**config.mk**
```make
export PLATFORM = sky130hd
export DESIGN_NAME = buffer_fill_ctrl
export DESIGN_NICKNAME = d
export VERILOG_FILES = /design/src/rtl/buffer_fill_ctrl.sv
export SDC_FILE = /design/constraint.sdc
export NUM_CORES = 1
export LEC_CHECK = 0
export CAP_MARGIN = 5
export CORE_MARGIN = 4
export CORE_UTILIZATION = 50
export DETAILED_ROUTE_END_ITERATION = 8
export PLACE_DENSITY = 0.86
export SYNTH_ARGS = -nofsm -noshare
export SYNTH_HDL_FRONTEND = slang
export SYNTH_SLANG_ARGS = --single-unit
```
**constraint.sdc**
```tcl
create_clock -name clk -period 5.7 [get_ports clk]
set_clock_uncertainty 0.05 [all_clocks]
set_input_delay 1.14 -clock clk [delete_from_list [all_inputs] [get_ports clk]]
set_output_delay 1.14 -clock clk [all_outputs]
set_load 0.02 [all_outputs]
```
**src/rtl/buffer_fill_ctrl.sv**
```systemverilog
// buffer_fill_ctrl: loads runs of bytes from memory into a 4-slot packing buffer and hands each packed word to a consumer
module buffer_fill_ctrl #(
   parameter int ADDR_W = 16
) (
   input  logic              clk,
   input  logic              rst_n,
   input  logic              start,
   input  logic [ADDR_W-1:0] base_addr,
   input  logic [ADDR_W-1:0] word_count,
   output logic              mem_rd,
   output logic [ADDR_W-1:0] mem_addr,
   input  logic [7:0]        mem_data,
   output logic              buf_init,
   output logic [1:0]        buf_addr,
   output logic [7:0]        buf_data,
   output logic              buf_write,
   output logic              word_valid,
   input  logic              word_ready,
   output logic              busy,
   output logic              done
);
   typedef enum logic [2:0] {IDLE, CLEAR, FETCH, PRESENT, DONE} state_t;
   state_t state, state_nxt;
   logic [ADDR_W-1:0] ptr, remaining;
   logic [1:0] slot, tag_q;
   logic rd_q;
   always_ff @(posedge clk) begin
      if (!rst_n) begin
         state     <= IDLE;
         ptr       <= '0;
         remaining <= '0;
         slot      <= '0;
         tag_q     <= '0;
         rd_q      <= 1'b0;
      end else begin
         state <= state_nxt;
         rd_q  <= mem_rd;
         tag_q <= slot;
         if (state == IDLE && start) begin
            ptr       <= base_addr;
            remaining <= word_count;
         end
         if (mem_rd) begin
            ptr  <= ptr + ADDR_W'(1);
            slot <= slot + 2'd1;
         end
         if (word_valid && word_ready) remaining <= remaining - ADDR_W'(1);
      end
   end
   always_comb begin
      state_nxt  = state;
      mem_rd     = 1'b0;
      buf_init   = 1'b0;
      word_valid = 1'b0;
      done       = 1'b0;
      case (state)
         IDLE:    state_nxt = start ? CLEAR : IDLE;
         CLEAR: begin
            buf_init  = 1'b1;
            state_nxt = (remaining == '0) ? DONE : FETCH;
         end
         FETCH: begin
            mem_rd    = 1'b1;
            state_nxt = (slot == 2'd3) ? PRESENT : FETCH;
         end
         PRESENT: begin
            // the slot-3 write is still in flight on the first PRESENT cycle
            word_valid = !rd_q;
            if (word_valid && word_ready) state_nxt = (remaining == ADDR_W'(1)) ? DONE : FETCH;
         end
         DONE: begin
            done      = 1'b1;
            state_nxt = IDLE;
         end
         default: state_nxt = IDLE;
      endcase
   end
   assign mem_addr  = mem_rd ? ptr : '0;
   assign buf_write = rd_q;
   assign buf_addr  = rd_q ? tag_q : 2'd0;
   assign buf_data  = rd_q ? mem_data : 8'd0;
   assign busy      = state != IDLE;
endmodule
```
==> metrics.csv, run 1 <==
metric,value,unit
DRC,0,
# hold bufs at CTS,0,
post-CTS setup buffer count,0,
post-cts repair resize count,0,
top post-synthesis cells by area,"dfxtp_1 35%, and2_1 8.1%, a21oi_1 6.7%, nor2_1 4.4%, o21ai_0 3.9%",
# rows,24,
maximum clock frequency,258,MHz
Hold Path Class,flip-flop to flip-flop,
DIE AREA,5770,µm²
Max stage delay on crit path,0.63,ns
setup violators final,0,
initial antenna violation count,0,
# diodes,0,
final hold viol count,0,
fin util,71.4,%
cell leakage power,1.13,nW
Die X,76.0,µm
setup TNS,0,ns
I/O pins,76,
worst hold slack,0.462,ns
Synth top cells by count,"40 x dfxtp_1, 31 x a21oi_1, 30 x and2_1",
post-DP HPWL,4.44,mm
1st-iter DRT viols,161,
first drt pass iteration count,4,
CTS Buf Count,5,
first-pass GRT wire length,10.1,mm
RSZ-0062 raised after global routing,no,
Synth area leader,dfxtp_1,
outcome,"complete, no violations",
min Tclk post-route,3.88,ns
CTS tree,yes,
routed vias,2399,
RD Place Congestion,0.847,
Synth Area per Inst,7.86,µm²
VDD IR-drop max,0.143,mV
CP bufs+invs,2,
CTS clock-pin slew for the worst setup and hold paths,0.08,ns
Ys Warns,0,
wire length per cell,14.8,µm
sequential share of the synthesized area,34.7,%
crit path max fanout,30,
largest net degree at the start of global routing,31,
clock sink count,40,
relative slew slack,37.6,%
H-tree Lvls,2,
Mapped Area,2310,µm²
Port Buffers,75,
Worst-Margin Slew,0.933,ns
Final WS setup,1.82,ns
asr flop ratio synth,0,%
pre-CTS setup slack,2.15,ns
vias in the first global route,2174,
clk buf depth,2,
Max Slew Vio Count,0,
"count leader, synth",dfxtp_1,
crit path DAT,2.69,ns
Worst setup SP type,flip-flop,
die height,76.0,µm
worst skew pair latency,0.29,ns
number of synthesized register bits,40,
grt ovf,0,
power per cell area,233,nW/µm²
vias per cell,5.79,
"Period Utilization, post-route",68.0,%
core box area,4410,µm²
critical path cell sequence,nor2_1 -> nand2_2 -> inv_1 -> and2_1 -> clkdlybuf4s50_1,
Detailed Route WL,6.14,mm
critical path type,flip-flop to output pin,
Synth Flop Type,dfxtp_1,
placed cell areas,3060,µm²
Final Cell Area,3150,µm²
Initial Util,52.3,%
Layout area overhead,36.5,%
CP top delay family,buffers and inverters,
max-cap viol count,0,
layout cells sized above 1,4.42,%
number of flops mapped to enable cells by yosys,0,
NumNets Final,409,
Worst Path Required,4.51,ns
Slowest cell on crit path,clkdlybuf4s50_1,
All-Layer GR Usage,20.5,%
Mapped Nets,342,
root buf cell,clkbuf_8,
Antenna Nets Post-Route,0,
count of different cell masters after synthesis,49,
Post-Syn Instances,294,
Yosys top cell area share,34.7,%
CP Capture Type,output pin,
[logic make-up after synthesis]
family | share of synthesized area [%]
xor+xnor | 1.90
simple gates | 32.2
fa+ha+maj | 2.17
flops | 34.7
compound gates | 24.6
buf+inv | 4.01
mux | 0.488
[worst reg2reg max path, delay by kind of cell, from the launching register on]
kind / cells / cell delay [ns]
AND/OR/NAND/NOR: 4 / 1.09
AO/OA/AOI/OAI: 2 / 0.27
buffers and inverters: 1 / 0.61
flip-flops: 1 / 0.38
[stage by stage]
| step | cells | power [mW] |
|---|---|---|
| after floorplan | 294 | 0.468 |
| after global placement | 406 | 0.539 |
| after detailed placement | 406 | 0.544 |
| after CTS | 414 | 0.741 |
| after global routing | 414 | 0.776 |
| final | 414 | 0.735 |
[cell usage in the layout, fill, tap and decap left out, types with 2 or more instances in the layout]
master,count
o21a_1,2
clkbuf_8,6
o21ai_0,18
and2_1,30
clkdlybuf4s50_1,75
and3_1,4
nor2b_1,5
nor3_4,2
nand4_1,11
nand2_1,17
a311oi_1,4
o221ai_1,3
nand2b_1,2
o211ai_1,6
or3_1,4
dfxtp_1,40
nor4_1,3
a211oi_1,7
ha_1,4
a21oi_1,31
xor2_1,3
a31oi_1,5
nor3b_1,2
nand3_1,8
o311ai_0,2
a21o_1,2
nor2_1,27
a221oi_1,2
clkbuf_1,2
inv_1,6
a22oi_1,2
nor3_1,7
xnor2_1,2
[metal layers]
metal	GRT usage (%)	part of all wire [%]	vias to the layer above
met3	4.98	6.3	8
met1	23.8	42	1094
met2	36.6	51	75
met4	6.23	1.1	0
met5	0	0	-
li1	-	-	1222
[final timing paths]
kind / start / end / slack, ns / cells past startpoint
max: state[0]$_SDFFE_PN0P_ / mem_addr[2] / 1.82 / 5
min: ptr[13]$_SDFFE_PN0P_ / ptr[13]$_SDFFE_PN0P_ / 0.46 / 2
max reg2reg: state[0]$_SDFFE_PN0P_ / ptr[13]$_SDFFE_PN0P_ / 3.23 / 7
min reg2reg: ptr[13]$_SDFFE_PN0P_ / ptr[13]$_SDFFE_PN0P_ / 0.46 / 2
[where the power goes]
group	internal (mW)	switching, mW
Combinational	0.0944	0.101
Sequential	0.309	0.0356
Clock	0.0988	0.0968
Total	0.502	0.233
[cell type report]
| type | count | area (µm²) |
|---|---|---|
| Sequential cell | 40 | 801 |
| Inverter | 6 | 22.5 |
| Clock buffer | 8 | 90.1 |
| Timing Repair Buffer | 76 | 758 |
| Tap cell | 52 | 65.1 |
| Multi-Input combinational cell | 232 | 1420 |
| Fill cell | 364 | 1260 |
[sequential cells by signal, summed over array words and instances (netlist names)]
| name | cells |
|---|---|
| slot | 2 |
| buf_write | 1 |
| remaining | 16 |
| state | 3 |
| ptr | 16 |
| tag_q | 2 |
Power figures use the tool's default switching activity.
==> run 2: changes to the inputs <==
--- a/config.mk
+++ b/config.mk
@@ -7,9 +7,9 @@
 export LEC_CHECK = 0
 export CAP_MARGIN = 5
 export CORE_MARGIN = 4
-export CORE_UTILIZATION = 50
+export CORE_UTILIZATION = 46
 export DETAILED_ROUTE_END_ITERATION = 8
-export PLACE_DENSITY = 0.86
+export PLACE_DENSITY = 0.8
 export SYNTH_ARGS = -nofsm -noshare
 export SYNTH_HDL_FRONTEND = slang
 export SYNTH_SLANG_ARGS = --single-unit
==> constraint.sdc (replaced) <==
create_clock -name clk -period 3.9 [get_ports clk]
set_clock_uncertainty 0.05 [all_clocks]
set_input_delay 0.78 -clock clk [delete_from_list [all_inputs] [get_ports clk]]
set_output_delay 0.78 -clock clk [all_outputs]
set_load 0.02 [all_outputs]
==> run 2 against run 1 <==
Hold slack improved by 0.0012 ns; die area grew 7.8%; flip-flop and latch count unchanged; first-iteration DRC count fell by 0.62%; critical endpoint is now mem_addr[14]; largest cell class unchanged.
==> metrics.csv, run 2 (synthesis results as in run 1) <==
metric,value,unit,change
CTS tree,yes,,
Top Registers,"ptr x16, remaining x16, state x3",,
post-DP HPWL,4.74,mm,+6.9%
fin util,66.9,%,-4.6 points
die height,78.9,µm,+3.8%
worst skew pair latency,0.29,ns,about the same
Final Cell Area,3200,µm²,+1.5%
clock sink count,40,,unchanged
All-Layer GR Usage,20.3,%,-0.25 points
max-cap viol count,0,,unchanged
layout cells sized above 1,5.49,%,+1.1 points
outcome,"complete, no violations",,
Hold Path Origin,slot[1]$_SDFFE_PN0N_,,
R2R Path End,ptr[13]$_SDFFE_PN0P_,,
# hold bufs at CTS,0,,unchanged
min Tclk post-route,3.46,ns,
H-tree Lvls,2,,unchanged
critical path type,flip-flop to output pin,,
core box area,4790,µm²,+8.4%
Antenna Nets Post-Route,0,,unchanged
Slowest cell on crit path,clkdlybuf4s50_1,,
initial antenna violation count,0,,unchanged
Reg-to-Reg Start,state[0]$_SDFFE_PN0P_,,
Worst-Margin Slew,0.713,ns,-0.220 ns
NumNets Final,412,,+0.73%
CP Capture Type,output pin,,
relative slew slack,52.0,%,+14 points
first-pass GRT wire length,10.3,mm,+2.5%
"most common cell after layout, fill and taps aside",clkdlybuf4s50_1,,
final hold viol count,0,,unchanged
cell leakage power,1.15,nW,+1.7%
Port Buffers,75,,unchanged
wire length per cell,14.9,µm,+0.65%
first drt pass iteration count,4,,unchanged
grt ovf,0,,unchanged
DRC,0,,unchanged
RSZ-0062 raised after global routing,no,,
VDD IR-drop max,0.201,mV,+41%
Worst Path Required,3.07,ns,-1.44 ns
hold path cells,1,,-1
vias per cell,5.61,,-3.2%
I/O pins,76,,unchanged
CTS Buf Count,5,,unchanged
clk buf depth,2,,unchanged
# diodes,0,,unchanged
critical path cell sequence,nor2_1 -> nand2_2 -> inv_1 -> buf_4 -> and2_1 -> clkdlybuf4s50_1,,
routed vias,2418,,+0.79%
Die X,78.9,µm,+3.8%
CTS clock-pin slew for the worst setup and hold paths,0.07,ns,about the same
Detailed Route WL,6.44,mm,+4.8%
DIE AREA,6220,µm²,+7.8%
vias in the first global route,2273,,+4.6%
# rows,25,,+4.2%
Worst setup SP type,flip-flop,,
crit path from,state[0]$_SDFFE_PN0P_,,
Layout area overhead,38.6,%,
Max Slew Vio Count,0,,unchanged
FF-to-FF path depth,8,,+1
largest net degree at the start of global routing,30,,-3.2%
setup TNS,0,ns,unchanged
Initial Util,48.3,%,-4.1 points
R2R Setup Slk,1.36,ns,-1.87 ns
post-cts repair resize count,0,,unchanged
crit path max fanout,16,,-47%
sink of the worst hold path,tag_q[1]$_SDFF_PN0_,,
most frequent cells in the layout,"75 x clkdlybuf4s50_1, 40 x dfxtp_1, 31 x a21oi_1, 30 x and2_1, 27 x nor2_1",,
post-CTS setup buffer count,0,,unchanged
crit path DAT,2.63,ns,-0.06 ns
power per cell area,342,nW/µm²,+46%
RD Place Congestion,0.832,,-1.8%
placed cell areas,3100,µm²,+1.3%
"Period Utilization, post-route",88.6,%,
Max stage delay on crit path,0.61,ns,-0.02 ns
setup violators final,0,,unchanged
root buf cell,clkbuf_8,,
maximum clock frequency,289,MHz,
Hold Path Class,flip-flop to flip-flop,,
1st-iter DRT viols,160,,-0.62%
-- run 2: cell count changes in the layout (fill, tap and decap cells not counted) --
cell	delta
buf_4	+3
clkbuf_8	+1
clkbuf_1	-2
-- run 2: how the worst max path moves through the flow --
stage,to,slack (ns),depth (start not counted)
6_report,mem_addr[14],0.44,6
2_1_floorplan,mem_addr[10],1.35,7
4_1_cts,mem_addr[14],0.45,6
3_3_place_gp,mem_addr[5],0.92,6
3_5_place_dp,mem_addr[14],0.77,6
5_1_grt,mem_addr[14],0.30,6
-- run 2: area by class of cell --
type / count / area, µm²
Clock buffer: 7 / 96.3
Fill cell: 410 / 1590
Inverter: 6 / 22.5
Multi-Input combinational cell: 232 / 1420
Sequential cell: 40 / 801
Tap cell: 67 / 83.8
Timing Repair Buffer: 79 / 781
-- run 2: per-stage QoR --
| stage | hold WS (ns) | setup slack [ns] | total power [mW] | std cells |
|---|---|---|---|---|
| 2_1_floorplan | 0.407 | 1.35 | 0.683 | 294 |
| 3_3_place_gp | 0.448 | 0.919 | 0.793 | 424 |
| 3_5_place_dp | 0.455 | 0.773 | 0.801 | 424 |
| 4_1_cts | 0.469 | 0.451 | 1.10 | 431 |
| 5_1_grt | 0.494 | 0.303 | 1.15 | 431 |
| 6_report | 0.463 | 0.444 | 1.09 | 431 |
-- run 2: layer usage --
layer | global-route usage (%) | part of all wire [%] | vias up | wire (µm)
met4 | 4.64 | 0.98 | 0 | 63
li1 | - | - | 1218 | -
met5 | 0 | 0 | - | 0
met3 | 3.74 | 5.8 | 10 | 371
met2 | 36.9 | 50 | 75 | 3240
met1 | 24.7 | 43 | 1115 | 2760
-- run 2: where the power goes --
group | switching, mW | internal, mW | total (mW)
logic | 0.150 | 0.141 | 0.291
clock network | 0.140 | 0.158 | 0.298
registers | 0.0530 | 0.451 | 0.504
total | 0.343 | 0.750 | 1.09
-- run 2: critical path, delay by kind of cell, from the launching register on --
kind	cells	cell delay (ns)
buf+inv	3	1.30
flops	1	0.38
simple gates	3	0.66
